`src/rtl/fetch_ctrl.sv`:
```
// fetch_ctrl: owns the PC, fetches from imem and buffers {pc, instr} pairs
// in a 2-entry FIFO towards decode, with branch flush, halt and fault states.
module fetch_ctrl #(
  parameter int          IMEM_SIZE  = 1024,
  parameter logic [63:0] RESET_PC   = 64'h0,
  parameter logic [31:0] HALT_INSTR = 32'hD4400000
) (
  input  logic        clk,
  input  logic        rst_n,
  input  logic        start,
  output logic [63:0] imem_addr,
  input  logic [31:0] imem_instr,
  input  logic        branch_taken,
  input  logic [63:0] branch_target,
  output logic        out_valid,
  input  logic        out_ready,
  output logic [31:0] out_instr,
  output logic [63:0] out_pc,
  output logic        halted,
  output logic        fault
);
  typedef enum logic [1:0] {IDLE, FETCH, HALT, FAULT} state_t;
  localparam logic [63:0] LIMIT = 64'(IMEM_SIZE) * 64'd4;
  state_t      state;
  logic [63:0] pc;
  logic [63:0] q_pc [2];
  logic [31:0] q_instr [2];
  logic        rd_ptr, wr_ptr;
  logic [1:0]  count;
  logic        flush, pop, bad, push;
  always_comb begin
    flush = branch_taken && state != IDLE;
    pop   = out_valid && out_ready && !flush;
    bad   = pc[1:0] != 2'b00 || pc >= LIMIT;
    push  = !flush && state == FETCH && !bad && (count != 2'd2 || pop);
  end
  assign imem_addr = pc;
  assign out_valid = count != 2'd0;
  assign out_instr = out_valid ? q_instr[rd_ptr] : 32'h0;
  assign out_pc    = out_valid ? q_pc[rd_ptr] : 64'h0;
  always_ff @(posedge clk or negedge rst_n) begin
    if (!rst_n) begin
      state      <= IDLE;
      pc         <= RESET_PC;
      q_pc[0]    <= '0;
      q_pc[1]    <= '0;
      q_instr[0] <= '0;
      q_instr[1] <= '0;
      rd_ptr     <= 1'b0;
      wr_ptr     <= 1'b0;
      count      <= 2'd0;
      halted     <= 1'b0;
      fault      <= 1'b0;
    end else if (flush) begin
      state  <= FETCH;
      pc     <= branch_target;
      rd_ptr <= 1'b0;
      wr_ptr <= 1'b0;
      count  <= 2'd0;
      halted <= 1'b0;
      fault  <= 1'b0;
    end else begin
      case (state)
        IDLE:  state <= start ? FETCH : IDLE;
        FETCH: begin
          if (bad) begin
            state <= FAULT;
            fault <= 1'b1;
          end else if (push) begin
            pc <= pc + 64'd4;
            if (imem_instr == HALT_INSTR) begin
              state  <= HALT;
              halted <= 1'b1;
            end
          end
        end
        default: state <= state;
      endcase
      if (push) begin
        q_pc[wr_ptr]    <= pc;
        q_instr[wr_ptr] <= imem_instr;
        wr_ptr          <= ~wr_ptr;
      end
      if (pop) rd_ptr <= ~rd_ptr;
      count <= count + {1'b0, push} - {1'b0, pop};
    end
  end
endmodule

```
`config.mk`:
```
export PLATFORM = sky130hd
export DESIGN_NAME = fetch_ctrl
export DESIGN_NICKNAME = d
export VERILOG_FILES = /design/src/rtl/fetch_ctrl.sv
export SDC_FILE = /design/constraint.sdc
export NUM_CORES = 1
export LEC_CHECK = 0
export CAP_MARGIN = 20
export CORE_MARGIN = 4
export CORE_UTILIZATION = 54
export DETAILED_ROUTE_END_ITERATION = 8
export PLACE_DENSITY = 0.89
export SLEW_MARGIN = 25
export SYNTH_ARGS = -nofsm -noshare
export SYNTH_HDL_FRONTEND = slang
export SYNTH_SLANG_ARGS = --single-unit
```
`constraint.sdc`:
```
create_clock -name clk -period 5.1 [get_ports clk]
set_input_delay 1.02 -clock clk [delete_from_list [all_inputs] [get_ports clk]]
set_output_delay 1.02 -clock clk [all_outputs]
set_load 0.005 [all_outputs]
```
==> metrics.yaml <==
critPathArrivalTime_ns: 2.75
critPathKind: "reg2out"
finalHoldViolations: 0
fmax_mhz: 265.4
pwr-share-seq_pct: 47.9
drtPass1Iterations: 5
hp-class: "in2async"
grt_max_degree: 131
synth_cell_types: 42
drc: 0
clock_skew_ns: 0.009750
grt_setup_unrepaired: "no"
grt_use_met3_pct: 7.413
synth_area_sq_um: 11230
die_x_um: 152.2
layout-drive-gt1-share_pct: 11.69
cpMaxStageDelayCell: "dfrtp_4"
synthArstFlopShare_pct: 100.0
top_usage_layer: "met2"
slowest_delay_ns: 0.93
rows: 52
fin_ws_ns: 1.333
core_area_sq_um: 20360
cp.required_ns: 4.08
clk_latency_ns: 0.52
via_per_inst: 5.376
avgSynthCellArea_sq_um: 11.15
ctsResizeCount: 0
cp_max_fo: 43
ys_ff_latch: 264
crit_path_end_kind: "output port"
power_leakage_nw: 6.799
htreeDepth: 1
dpl_worst_slack_ns: 1.156
worstSetupStartpoint: "rd_ptr$_DFFE_PN0P_"
die_height_um: 152.2
crit_buf_inv: 2
dpl.hpwl_mm: 19.35
r2r_start: "imem_addr[13]$_DFFE_PN0P_"
irDropWorstVdd_mv: 0.2679
seq_area_frac_synth_pct: 58.83
swShare_pct: 21.83
met2_usage_pct: 39.88
port_buffers: 263
p_clk_share_pct: 44.6
power.density_nw_per_um2: 304.2
wl_per_cell_um: 18.34
drv_slew: 0
netlist_instances: 1007
hold_buffers: 0
internal_power_w: 0.003596
syn-num-nets: 1112
wl_mm: 28.33
initial_core_util_pct: 55.14
synth_warnings: 0
worst_slew_pin_slew_ns: 0.8527
whs_ns: 0.4021
num-nets-final: 1360
path_cells: "buf_12 > mux2i_1 > nor2_1 > clkdlybuf4s50_1"
tritoncts: "built"
synth_top_flop_cell: "dfrtp_1"
tns_ns: 0
antenna_found_initial: 0
grt_pass1_vias: 8514
die_area_sq_um: 23170
grt_usage_pct: 23.87
use_met1_pct: 30.93
clockBufferDepth: 3
grt_pass1_wl_mm: 45.66
root_buffer: "clkbuf_16"
cts_made_buffers: 27
overflow: 0
r2r_setup_slack_ns: 1.93
status: "complete, no violations"
netSwitchingPower_w: 0.001004
comb_power_share_pct: 7.5
clock_sinks: 264
fin_crit_sh_pct: 73.87
final_common_cell: "dfrtp_1"
syn_to_final_growth_pct: 34.66
clkTransAtPathRegs_ns: 0.06
layout_common_cells: "dfrtp_1, clkdlybuf4s50_1, nand2_1, nor2_1, mux2i_1"
period_minus_slack_ns: 3.767
synth-edff-count: 0
n_antenna_cell: 0
worstSetupStartpointType: "register"
setup_violations: 0
critPathTopFamily: "flip-flops"
place.gp.congestion: 0.8640
post_cts_buffers: 0
maxCapViolCount: 0
via_count: 8306
slew_headroom_pct: 42.77
drtIter0Drc: 451
io_pins: 264
ant_nets: 0
==> cell families (layout without fill, tap and decap cells) <==
kind of cell	count (synthesis)	in the layout	share of synthesized area (%)
buf+inv	68	336	2.418
simple gates	455	455	19.05
xor+xnor	3	3	0.2340
flops	264	264	58.83
mux	180	180	16.98
fa+ha+maj	4	4	0.4457
compound gates	33	33	2.039
==> synth_stat cells (2+ instances only) <==
master	n	area, sq um
mux2i_1	96	960.9
clkbuf_1	31	116.4
buf_1	12	45.04
buf_2	13	65.06
o41ai_1	4	35.03
nor4b_1	2	17.52
mux2_2	84	945.9
o21ai_1	2	10.01
and2_1	55	344.1
ha_1	4	50.05
inv_1	12	45.04
dfrtp_1	264	6606
o21a_1	3	22.52
and3_1	5	31.28
a21oi_1	2	10.01
nor2b_1	54	337.8
o21ai_0	3	15.01
nand4_1	9	56.30
nor4_1	21	131.4
a31o_2	2	17.52
nand3_1	7	35.03
a31oi_1	9	56.30
nand4b_1	3	26.28
nor3_1	2	10.01
nand2_1	168	630.6
xor2_1	2	17.52
nor2_1	123	461.7
==> through the flow <==
step | instances | utilization, % | cell area (sq um) | total power, W
global placement | 1495 | 69.50 | 14150 | 0.002575
floorplan | 1007 | - | 11230 | 0.002308
detailed placement | 1495 | 69.50 | 14150 | 0.002584
global route | 1545 | 74.26 | 15120 | 0.004763
CTS | 1544 | 74.12 | 15090 | 0.004636
finish | 1545 | 74.26 | 15120 | 0.004600
==> power groups by stage <==
stage                     combinational (W)  sequential [W]  clock [W]
after detailed placement           0.000344         0.00224          0
after floorplan                   0.0000844         0.00222          0
after CTS                          0.000347         0.00220    0.00209
final                              0.000345         0.00220    0.00205
after global placement             0.000336         0.00224          0
after global routing               0.000379         0.00221    0.00217
==> area by class of cell <==
type	count	area [sq um]
clock inverters	10	160.2
inverters	12	45.04
multi-input cells	675	4390
clock buffers	39	780.7
fillers	1376	5243
well taps	270	337.8
repair buffers	275	2798
flip-flops and latches	264	6610
==> state kept, by name, indices dropped and copies added (netlist names) <==
signal     flops
q_pc         128
imem_addr     64
q_instr       64
count          2
state          2
fault          1
halted         1
rd_ptr         1
wr_ptr         1
==> path summary, 6_finish.rpt <==
kind | cells after the start | end
worst max-delay path | 4 | out_instr[13]
worst min-delay path | 1 | q_pc[88]$_DFFE_PN0P_
worst max register to register | 7 | q_instr[0]$_DFFE_PN0P_
worst min register to register | 1 | q_pc[24]$_DFFE_PN0P_
max in group asynchronous | 3 | imem_addr[30]$_DFFE_PN0P_
min in group clk | 1 | q_pc[24]$_DFFE_PN0P_
==> per-layer routing <==
layer | wire [um] | vias up
met5 | 0 | -
met4 | 538 | 0
met3 | 2303 | 42
met2 | 13910 | 284
met1 | 11580 | 4122
li1 | - | 3858
Power figures use the tool's default switching activity.
